===== config.mk =====
export PLATFORM = sky130hd
export DESIGN_NAME = pipe_mux_flat
export DESIGN_NICKNAME = d
export VERILOG_FILES = /design/src/rtl/pipe_mux_if.sv /design/src/rtl/pipe_mux.sv /design/src/flat_wrapper.sv
export SDC_FILE = /design/constraint.sdc
export NUM_CORES = 1
export LEC_CHECK = 0
export CELL_PAD_IN_SITES_DETAIL_PLACEMENT = 1
export CELL_PAD_IN_SITES_GLOBAL_PLACEMENT = 2
export CORE_MARGIN = 5
export CORE_UTILIZATION = 31
export DETAILED_ROUTE_END_ITERATION = 16
export PLACE_DENSITY_LB_ADDON = 0.1
export SKIP_CTS_REPAIR_TIMING = 1
export SYNTH_ARGS = -nofsm -noshare
export SYNTH_HDL_FRONTEND = slang
export SYNTH_SLANG_ARGS = --single-unit

===== constraint.sdc =====
create_clock -name clk -period 11.57 [get_ports clk]
set_input_delay 3.471 -clock clk [delete_from_list [all_inputs] [get_ports clk]]
set_output_delay 3.471 -clock clk [all_outputs]
set_load 0.01 [all_outputs]

===== src/rtl/pipe_mux_if.sv =====
// Handshake bundle for pipe_mux: producer side (in_*/sel) and consumer side (out_*).
// master = environment driving beats in and taking them out; slave = the mux itself.
interface pipe_mux_if #(
   parameter int WIDTH  = 32,
   parameter int NUM_IN = 3,
   parameter int SEL_W  = 2
) ();
   logic [WIDTH*NUM_IN-1:0] in_data;
   logic [SEL_W-1:0]        sel;
   logic                    in_valid;
   logic                    in_ready;
   logic [WIDTH-1:0]        out_data;
   logic                    out_err;
   logic                    out_valid;
   logic                    out_ready;

   modport master (
      output in_data, sel, in_valid, out_ready,
      input  in_ready, out_data, out_err, out_valid
   );

   modport slave (
      input  in_data, sel, in_valid, out_ready,
      output in_ready, out_data, out_err, out_valid
   );
endinterface


===== src/rtl/pipe_mux.sv =====
// Channel-select mux feeding a two-entry (output + skid) pipeline register.
// Optional PIPE_MUX_ERR_CNT_EN adds a saturating count of illegal-select beats.
//
// state    | meaning
// EMPTY    | nothing held, out_valid=0
// ONE      | output register holds a beat
// FULL     | output and skid registers both hold beats, in_ready=0
module pipe_mux #(
   parameter int WIDTH  = 32,
   parameter int NUM_IN = 3,
   parameter int SEL_W  = 2
) (
   input  logic clk,
   input  logic reset,
   pipe_mux_if.slave bus
`ifdef PIPE_MUX_ERR_CNT_EN
   ,
   output logic [7:0] err_cnt
`endif
);

   typedef enum logic [1:0] {
      ST_EMPTY = 2'd0,
      ST_ONE   = 2'd1,
      ST_FULL  = 2'd2
   } state_t;

   state_t           state_q, state_d;
   logic [WIDTH-1:0] out_data_q, out_data_d;
   logic             out_err_q, out_err_d;
   logic [WIDTH-1:0] skid_data_q, skid_data_d;
   logic             skid_err_q, skid_err_d;

   logic [WIDTH-1:0] mux_data;
   logic             mux_err;
   logic             in_ready;
   logic             out_valid;
   logic             accept;
   logic             pop;

   // in_ready depends only on registered state and reset, never on out_ready
   assign in_ready  = (state_q != ST_FULL) && !reset;
   assign out_valid = (state_q != ST_EMPTY);
   assign accept    = bus.in_valid && in_ready;
   assign pop       = out_valid && bus.out_ready;

   always_comb begin
      mux_data = '0;
      mux_err  = 1'b1;
      for (int k = 0; k < NUM_IN; k++) begin
         if (bus.sel == SEL_W'(k)) begin
            mux_data = bus.in_data[k*WIDTH +: WIDTH];
            mux_err  = 1'b0;
         end
      end
   end

   always_comb begin
      state_d     = state_q;
      out_data_d  = out_data_q;
      out_err_d   = out_err_q;
      skid_data_d = skid_data_q;
      skid_err_d  = skid_err_q;
      case (state_q)
         ST_EMPTY: begin
            if (accept) begin
               out_data_d = mux_data;
               out_err_d  = mux_err;
               state_d    = ST_ONE;
            end
         end
         ST_ONE: begin
            if (accept && !pop) begin
               skid_data_d = mux_data;
               skid_err_d  = mux_err;
               state_d     = ST_FULL;
            end else if (accept && pop) begin
               out_data_d = mux_data;
               out_err_d  = mux_err;
            end else if (pop) begin
               state_d = ST_EMPTY;
            end
         end
         ST_FULL: begin
            if (pop) begin
               out_data_d = skid_data_q;
               out_err_d  = skid_err_q;
               state_d    = ST_ONE;
            end
         end
         default: state_d = ST_EMPTY;
      endcase
   end

   always_ff @(posedge clk or posedge reset) begin
      if (reset) begin
         state_q     <= ST_EMPTY;
         out_data_q  <= '0;
         out_err_q   <= 1'b0;
         skid_data_q <= '0;
         skid_err_q  <= 1'b0;
      end else begin
         state_q     <= state_d;
         out_data_q  <= out_data_d;
         out_err_q   <= out_err_d;
         skid_data_q <= skid_data_d;
         skid_err_q  <= skid_err_d;
      end
   end

`ifdef PIPE_MUX_ERR_CNT_EN
   logic [7:0] err_cnt_q, err_cnt_d;

   always_comb begin
      err_cnt_d = err_cnt_q;
      if (accept && mux_err && (err_cnt_q != 8'hFF)) begin
         err_cnt_d = err_cnt_q + 8'd1;
      end
   end

   always_ff @(posedge clk or posedge reset) begin
      if (reset) begin
         err_cnt_q <= 8'd0;
      end else begin
         err_cnt_q <= err_cnt_d;
      end
   end

   assign err_cnt = err_cnt_q;
`endif

   assign bus.in_ready  = in_ready;
   assign bus.out_valid = out_valid;
   assign bus.out_data  = out_data_q;
   assign bus.out_err   = out_err_q;

endmodule


===== src/flat_wrapper.sv =====
// flat-port wrapper written by rule: the top's interface ports become plain ports
module pipe_mux_flat 
#(
   parameter int WIDTH  = 32,
   parameter int NUM_IN = 3,
   parameter int SEL_W  = 2
)
  (clk, reset, bus_in_data, bus_sel, bus_in_valid, bus_out_ready, bus_in_ready, bus_out_data, bus_out_err, bus_out_valid);
  pipe_mux_if #(.WIDTH(WIDTH), .NUM_IN(NUM_IN), .SEL_W(SEL_W)) bus_i ();
  input  logic clk;
  input  logic reset;
  input wire logic [$bits(bus_i.in_data)-1:0] bus_in_data;
  input wire logic [$bits(bus_i.sel)-1:0] bus_sel;
  input wire logic [$bits(bus_i.in_valid)-1:0] bus_in_valid;
  input wire logic [$bits(bus_i.out_ready)-1:0] bus_out_ready;
  output wire logic [$bits(bus_i.in_ready)-1:0] bus_in_ready;
  output wire logic [$bits(bus_i.out_data)-1:0] bus_out_data;
  output wire logic [$bits(bus_i.out_err)-1:0] bus_out_err;
  output wire logic [$bits(bus_i.out_valid)-1:0] bus_out_valid;
  assign bus_i.in_data = bus_in_data;
  assign bus_i.sel = bus_sel;
  assign bus_i.in_valid = bus_in_valid;
  assign bus_i.out_ready = bus_out_ready;
  assign bus_in_ready = bus_i.in_ready;
  assign bus_out_data = bus_i.out_data;
  assign bus_out_err = bus_i.out_err;
  assign bus_out_valid = bus_i.out_valid;
  pipe_mux #(.WIDTH(WIDTH), .NUM_IN(NUM_IN), .SEL_W(SEL_W)) u_core (.clk(clk), .reset(reset), .bus(bus_i));
endmodule

==> results.cfg <==
[status]
status = finished, final reports clean

[timing]
clock_skew_ns = 0.00254
maxSlewViolCount = 0
layout_setup_ws_ns = 3.43
hold_viol_final = 0
max-slew-margin-rel = 0.369
fin_crit_sh = 0.703
rsz0062_at_grt = no
fmax_mhz = 123
setup_tns_ns = 0
min_period_ns = 8.14
holdWs_ns = 0.505
worst_pin_slew_ns = 0.944
setup_viol = 0

[finish]
final_area_um2 = 5470
layout-drive-gt1-share = 0.288
nFillCells = 1257
antenna_cells = 0
instances_no_fill = 553
multiInputGateArea_um2 = 1930
final_net_count = 504
seqCellArea_um2 = 1700
synthToLayoutAreaGrowth_pct = 45.8

[clock_tree]
clk_pin_slew_ns = 0.05
worstSkewPairLatency_ns = 0.33
cts_buffer_depth = 2
cts.htree.levels = 3
cts-buffers-inserted = 9
cts.sinks = 68
tritoncts = done
clockRootBuffer = clkbuf_16

[die]
ios = 137
die_w_um = 120
die_area_um2 = 14400
num_rows = 40
initial_core_util = 0.315
fp.dieH_um = 120
core_area_um2 = 11900

[place]
dp.cells = 538
postPlaceCellArea_um2 = 5200
place.gp.congestion = 0.677
post-place-ws_ns = 3.43
port_buffers = 136
hpwl_um = 6840

[worst_setup_path]
cp-start-kind = input pin
crit_buf_inv = 3
critPathKind = input pin to output pin
path_max_fanout = 4
r2r-start = u_core.state_q[1]
max_stage_delay_ns = 0.52
endpoint_kind = output pin
path_common_cell = clkdlybuf4s50_1
crit_arrival_ns = 4.67
required_ns = 8.10
crit_family = buffers and inverters
crit_chain = clkdlybuf4s50_1 > inv_2 > and2_1 > clkdlybuf4s50_1
slowest_stage = clkdlybuf4s50_1
crit_start = reset

[synth]
synth.distinct_cells = 24
syn_nets = 375
syn_inst = 273
avgSynthCellArea_um2 = 13.7
synth-seq-cells = 68
synth_top_cell_by_area = dfrtp_1
synth_seq_area_share = 0.454
synth_area_leaders = dfrtp_1 45%, mux2_2 20%, mux2_4 10%
synth_top_area_frac = 0.454
syn_area_um2 = 3750
yosysWarnings = 0

[route]
finalWirelength_um = 10100
vias = 2765
drt-vias-per-instance = 5.00
wire_per_inst_um = 18.3
ant_nets = 0
first_pass_iters = 3
drcViolationCount = 0
drt_iter0_drc = 55

[pwr]
power.leakage_nw = 2.46
p_per_area_nw_per_um2 = 164
ir_drop_mv = 0.0711

[global_route]
grt.overflow.total = 0
grt_pass1_wl_um = 16400
grt_usage = 0.145
antenna_found_initial = 0
grt_start_max_net_pins = 69
grt_pass1_vias = 3176

[hold_path]
holdCritStartpoint = u_core.skid_data_q[26]
min_path_type = flop to flop

[flow_run]
drv_cap = 0
[final timing paths]
| check | endpoint | slack (ns) | cells past startpoint |
|---|---|---|---|
| worst max register to register | u_core.bus.out_data[13] | 9.58 | 3 |
| worst min-delay path | u_core.skid_data_q[26] | 0.50 | 1 |
| worst min register to register | u_core.skid_data_q[26] | 0.50 | 1 |
| max in group asynchronous | u_core.skid_data_q[13] | 7.16 | 3 |
| min in group asynchronous | u_core.bus.out_data[1] | 3.83 | 3 |
| worst max-delay path | bus_in_ready | 3.43 | 4 |
[metrics by stage]
stage	utilization	total power (W)
2_1_floorplan	-	0.000514
3_3_place_gp	0.436	0.000644
3_5_place_dp	0.436	0.000656
4_1_cts	0.459	0.000911
5_1_grt	0.459	0.000949
6_report	0.459	0.000895
[cells in the final DEF (no fill, tap or decap)]
cell and count:
inv_1 1, or3b_2 1, o32ai_1 1, nand2_2 2
nand2b_1 3, o21ai_0 5, nor3b_2 1, buf_4 3
mux2_4 26, or2_2 1, clkinv_2 2, clkbuf_8 2
a2bb2oi_1 2, dfrtp_1 68, nor2b_1 1, mux2i_1 37
clkdlybuf4s50_1 134, a21oi_1 1, inv_2 1, clkbuf_16 9
mux2_2 65, nand3b_4 1, and2_1 2, a31oi_1 1
clkbuf_1 2, o2bb2ai_1 30, nor2b_2 1, buf_2 2
o22ai_1 1
[cells in the mapped netlist]
library cell  instances
dfrtp_1              68
mux2_2               65
mux2i_1              37
o2bb2ai_1            30
mux2_4               26
buf_2                13
o21ai_0               5
buf_6                 3
clkbuf_1              3
nand2b_1              3
a2bb2oi_1             2
and2_1                2
buf_1                 2
inv_1                 2
nand2_1               2
nor2b_1               2
a21oi_1               1
a31oi_1               1
nand3b_4              1
nor3b_2               1
o22ai_1               1
o32ai_1               1
or2_2                 1
or3b_2                1
[routing by layer]
layer,wire (um),vias up,global-route usage
met4,134,0,0.0451
met5,0,-,0
met2,5190,72,0.249
li1,-,1282,-
met3,736,10,0.0598
met1,4040,1401,0.164
[sequential cells by signal, indices dropped and copies added (netlist names)]
name / flops
u_core.bus.out_data: 32
u_core.skid_data_q: 32
u_core.state_q: 2
u_core.bus.out_err: 1
u_core.skid_err_q: 1
[area by class of cell]
type	instances	share of cell area
inverters	2	0.00137
flip-flops and latches	68	0.311
multi-input cells	182	0.353
repair buffers	139	0.251
well taps	147	0.0336
clock inverters	2	0.00183
clock buffers	13	0.0476
[cell families after synthesis]
family                 count (synthesis)  share of synthesized area
muxes                                128                      0.398
AOI/OAI and AO/OA                     41                     0.0884
DFF                                   68                      0.454
and+or+nand+nor                       13                     0.0264
buffers and inverters                 23                     0.0334
[report_power, final]
group	leakage [nW]	internal [W]	switching [W]
clock	0.135	0.000155	0.0000935
combinational	1.47	0.000195	0.0000960
sequential	0.858	0.000315	0.0000407
No activity file was read; power rests on OpenSTA's default activity.
==> variant 1, RTL diff (same flow settings) <==
`NUM_IN` is set to 3 in 3 places; all go to 6.
--- a/src/rtl/pipe_mux_if.sv
+++ b/src/rtl/pipe_mux_if.sv
@@ -3,5 +3,5 @@
 interface pipe_mux_if #(
    parameter int WIDTH  = 32,
-   parameter int NUM_IN = 3,
+   parameter int NUM_IN = 6,
    parameter int SEL_W  = 2
 ) ();
--- a/src/rtl/pipe_mux.sv
+++ b/src/rtl/pipe_mux.sv
@@ -8,5 +8,5 @@
 module pipe_mux #(
    parameter int WIDTH  = 32,
-   parameter int NUM_IN = 3,
+   parameter int NUM_IN = 6,
    parameter int SEL_W  = 2
 ) (
--- a/src/flat_wrapper.sv
+++ b/src/flat_wrapper.sv
@@ -3,5 +3,5 @@
 #(
    parameter int WIDTH  = 32,
-   parameter int NUM_IN = 3,
+   parameter int NUM_IN = 6,
    parameter int SEL_W  = 2
 )
Interface: changed (resized bus_in_data); port bits go from 137 to 233. The function was not compared with the original's and may differ.
==> variant 1 against the original RTL <==
Sequential cell count unchanged. Critical endpoint unchanged. Area after synthesis is 14% higher. Setup slack improved by 0.034 ns. Final area is 15% higher. Total power increased by 5.2%. Global-route usage grew 2.5 points. Wire length rose by 31%. Clock skew is 0.0015 ns higher.
==> variant 1: results (changes against the original RTL) <==
placed_design:
  finalWeightedCongestion: 0.759  # +12%
  dp_hpwl_mm: 9.00  # +32%
  dp_slack_ns: 3.46  # +0.0271 ns
  portBuffers: 168  # +24%
  dp.cells: 756  # +41%
setup_path:
  crit_fanout: 3  # -1
  rr_worst_depth: 4  # +1
  r2r-start: "u_core.state_q[1]"
  worstPathArrival_ns: 4.63  # -0.04 ns
pwr:
  leakage_nw: 2.59  # +5.1%
  peakVddDrop_mv: 0.0727  # +2.2%
route:
  via_count: 3866  # +40%
  wirelength_mm: 13.3  # +31%
  first_pass_iters: 4  # +1
  drt_iter0_markers: 95  # +73%
yosys:
  synth_area_per_cell_sq_um: 9.58  # -30%
  synthMuxAreaShare_pct: 24.9  # -15 points
  synth_top_cells_by_count: "68 x dfrtp_1, 65 x nor2_1, 59 x mux2_2"
  ys.warnings.count: 0  # unchanged
  ys_types: 27  # +13%
  syn_nets: 643  # +71%
  synth_seq_area_share_pct: 39.9  # -5.5 points
  synth_compound_gate_area_share_pct: 14.0  # +5.1 points
  async_reset_ff_share_pct: 100  # unchanged
  synthTopCellsByArea: "dfrtp_1 40%, mux2_2 16%, mux2i_1 8.2%, nor2_1 5.7%, a211oi_1 5.6%"
global_routing:
  grt_pass1_wl_mm: 22.0  # +34%
  grt_max_degree: 98  # +42%
  grt_pass1_vias: 4275  # +35%
  grt_use_total_pct: 17.0  # +2.5 points
finish:
  finalNonFillerCells: 771  # +39%
  drive_gt1_share_pct: 14.6  # -14 points
  nFillCells: 1557  # +24%
  fin_nets: 789  # +57%
clock_network:
  clock_latency_ns: 0.33  # about the same
  clk_root_buffer_cell: "clkbuf_16"
  cts.clk_slew.worst_paths_ns: 0.05  # about the same
hold_path:
  hold_path_depth: 2  # +1
  hp-start: "u_core.skid_data_q[5]"
outcome:
  run_status: "finished clean"
sta:
  worst_pin_slew_ns: 1.07  # +0.124 ns
  clock_skew_ns: 0.00405  # +0.00151 ns
==> variant 1: cell count changes after synthesis, sizes merged, moves of 11 or more <==
cell,unedited run,this run
nand2,2,35
clkbuf,3,14
o2bb2ai,30,0
o21ai,5,31
a21oi,1,33
a211oi,0,32
nor3b,1,32
nor2,0,66
mux2,91,63
==> variant 1: worst paths after layout <==
check / to / slack [ns]
worst max-delay path: bus_in_ready / 3.47
worst min-delay path: u_core.skid_data_q[5] / 0.48
worst max register to register: u_core.bus.out_data[20] / 9.14
worst min register to register: u_core.skid_data_q[5] / 0.48
max in group asynchronous: u_core.bus.out_data[1] / 7.12
min in group asynchronous: u_core.state_q[1] / 3.82
==> variant 1: metal layers <==
layer	share of wire, %	vias to the layer above	GRT usage, %
met1	45	1871	21.4
met2	48	109	28.3
met5	0	-	0
li1	-	1871	-
met3	5.7	15	5.26
met4	1.4	0	4.48
==> variant 1: logic make-up after synthesis <==
group,Yosys count
flip-flops,68
AO/OA/AOI/OAI,99
buffers and inverters,39
multiplexers,98
AND/OR/NAND/NOR,141
==> variant 1: worst max-delay path, stage by stage <==
cell             delay, ns
clkdlybuf4s50_1       0.49
nor2_1                0.13
clkdlybuf4s50_1       0.54
==> variant 1: where the power goes <==
group / switching, mW / internal, mW
clock network: 0.100 / 0.167
registers: 0.0421 / 0.318
logic: 0.129 / 0.185
total: 0.272 / 0.670
==> variant 1: cell type report <==
class	count	area (sq um)	share of cell area (%)
well taps	176	220	3.50
flip-flops and latches	68	1700	27.1
clock inverters	1	5.00	0.0796
clock buffers	14	284	4.52
inverters	2	7.51	0.119
repair buffers	172	1700	27.1
multi-input cells	338	2360	37.6
==> variant 1: per-stage QoR <==
step / cell area, sq um / hold WS, ns
2_1_floorplan: 4260 / 0.451
3_3_place_gp: 6000 / 0.462
3_5_place_dp: 6000 / 0.471
4_1_cts: 6290 / 0.485
5_1_grt: 6290 / 0.500
6_report: 6290 / 0.482
==> variant 2, RTL diff (config.mk and constraints unchanged) <==
Made on the original files. The 3 states of `state_t` get a one-hot encoding in 3 bits.
--- a/src/rtl/pipe_mux.sv
+++ b/src/rtl/pipe_mux.sv
@@ -20,8 +20,8 @@
 );
 
-   typedef enum logic [1:0] {
-      ST_EMPTY = 2'd0,
-      ST_ONE   = 2'd1,
-      ST_FULL  = 2'd2
+   typedef enum logic [2:0] {
+      ST_EMPTY = 3'b001,
+      ST_ONE   = 3'b010,
+      ST_FULL  = 3'b100
    } state_t;
 
Check against the original RTL: no difference found for any inputs over 4 cycles, from zero or initial values and one cycle with reset high; so few cycles prove little.
==> variant 2 against the original RTL <==
Total power fell by 14%. Final area grew 2.2%. Area after synthesis up 2.6%. Synthesized cell count rose by 40%. Setup slack better by 0.081 ns. Sequential share of layout area shrank 0.18 points. Sequential cell count is 1 higher. Wire length increased by 17%. Critical endpoint unchanged. Largest cell class unchanged. Largest power group unchanged.
==> variant 2: results (changes against the original RTL) <==
setup_path:
  worstPathArrival_ns: 4.59  # -0.08 ns
  slowest_delay_ns: 0.54  # +0.02 ns
  crit_fanout: 3  # -1
  timing.rr.end: "u_core.bus.out_data[12]"
  rr_worst_depth: 5  # +2
  ff2ff_setup_slack_ns: 9.64  # +0.06 ns
  crit_family: "buffers and inverters"
sta:
  period_share_pct: 69.6  # -0.70 points
  clock_skew_ns: 0.00423  # +0.00169 ns
  worst_pin_slew_ns: 0.906  # -0.0381 ns
yosys:
  synth_top_cells_by_count: "68 x dfrtp_1, 35 x mux2_2, 34 x nand2_1"
  syn_nets: 483  # +29%
  synth_seq_area_share_pct: 44.9  # -0.48 points
  ys_types: 29  # +21%
  synthTopCellsByArea: "dfrtp_1 44%, mux2_2 10%, mux2i_1 8.3%, o22a_1 6.8%, a21o_1 5.9%"
  async_reset_ff_share_pct: 100  # unchanged
  syn_inst: 381  # +40%
hold_path:
  hold_path_depth: 2  # +1
pwr:
  peakVddDrop_mv: 0.0735  # +3.4%
  leakage_nw: 2.57  # +4.3%
  power.switching_mw: 0.201  # -13%
  clk-power_mw: 0.254  # +2%
placed_design:
  dp_slack_ns: 3.50  # +0.0694 ns
  dp_hpwl_mm: 7.71  # +13%
  finalWeightedCongestion: 0.700  # +3.5%
  dp.cells: 660  # +23%
finish:
  nFillCells: 1378  # +9.6%
  finalNonFillerCells: 676  # +22%
  drive_gt1_share_pct: 12.4  # -16 points
  fin_nets: 605  # +20%
global_routing:
  use_met1_pct: 20.1  # +3.7 points
  grt_max_degree: 70  # +1.4%
  grt_use_total_pct: 16.6  # +2.1 points
  use_met2_pct: 28.1  # +3.2 points
  grt.met3_usage_pct: 4.43  # -1.6 points
  grt_pass1_wl_mm: 19.2  # +17%
  grt_pass1_vias: 3699  # +16%
outcome:
  run_status: "finished clean"
route:
  wirelength_mm: 11.8  # +17%
  drt_iter0_markers: 121  # +120%
  drt-met1-wl_mm: 5.17  # +28%
  dr_wl_met3_um: 683  # -7.2%
  first_pass_iters: 4  # +1
  wl_met2_mm: 5.75  # +11%
clock_network:
  clk_root_buffer_cell: "clkbuf_16"
-- variant 2: cell types whose count changed after synthesis, sizes merged, moves of 8 or more --
cell	before	now
a21o	0	30
a21oi	1	32
buf	18	26
mux2	91	37
nand2	2	34
nor2	0	33
o21ai	5	35
o22a	0	30
o2bb2ai	30	2
-- variant 2: final cells by class --
| cell class | instances | area [sq um] | share of cell area (%) |
|---|---|---|---|
| Multi-Input combinational cell | 278 | 1950 | 35.0 |
| Sequential cell | 69 | 1730 | 30.9 |
| Timing Repair Buffer | 144 | 1420 | 25.4 |
| Clock buffer | 15 | 268 | 4.79 |
| Tap cell | 168 | 210 | 3.76 |
| Clock inverter | 1 | 5.00 | 0.0896 |
| Inverter | 1 | 3.75 | 0.0672 |
-- variant 2: worst min-delay path by stage --
stage | startpoint | to
after floorplan | u_core.skid_err_q | u_core.skid_err_q
after global placement | u_core.skid_err_q | u_core.skid_err_q
after detailed placement | u_core.skid_data_q[24] | u_core.skid_data_q[24]
after CTS | u_core.skid_data_q[24] | u_core.skid_data_q[24]
after global routing | u_core.skid_data_q[24] | u_core.skid_data_q[24]
final | u_core.skid_data_q[24] | u_core.skid_data_q[24]
-- variant 2: cells by family (layout without fill, tap and decap cells) --
group	Yosys count	after routing	synth area share (%)
buffers and inverters	34	161	4.81
xor gates and xnor gates	1	1	0.228
DFF	69	69	44.9
AOI/OAI and AO/OA	131	131	22.3
muxes	69	69	19.1
and+or+nand+nor	77	77	8.58
-- variant 2: through the flow --
step	hold slack [ns]	power (mW)	instance area [sq um]
6_report	0.483	0.771	5590
5_1_grt	0.501	0.816	5590
4_1_cts	0.488	0.786	5590
3_5_place_dp	0.475	0.526	5310
3_3_place_gp	0.461	0.520	5310
2_1_floorplan	0.450	0.402	3850
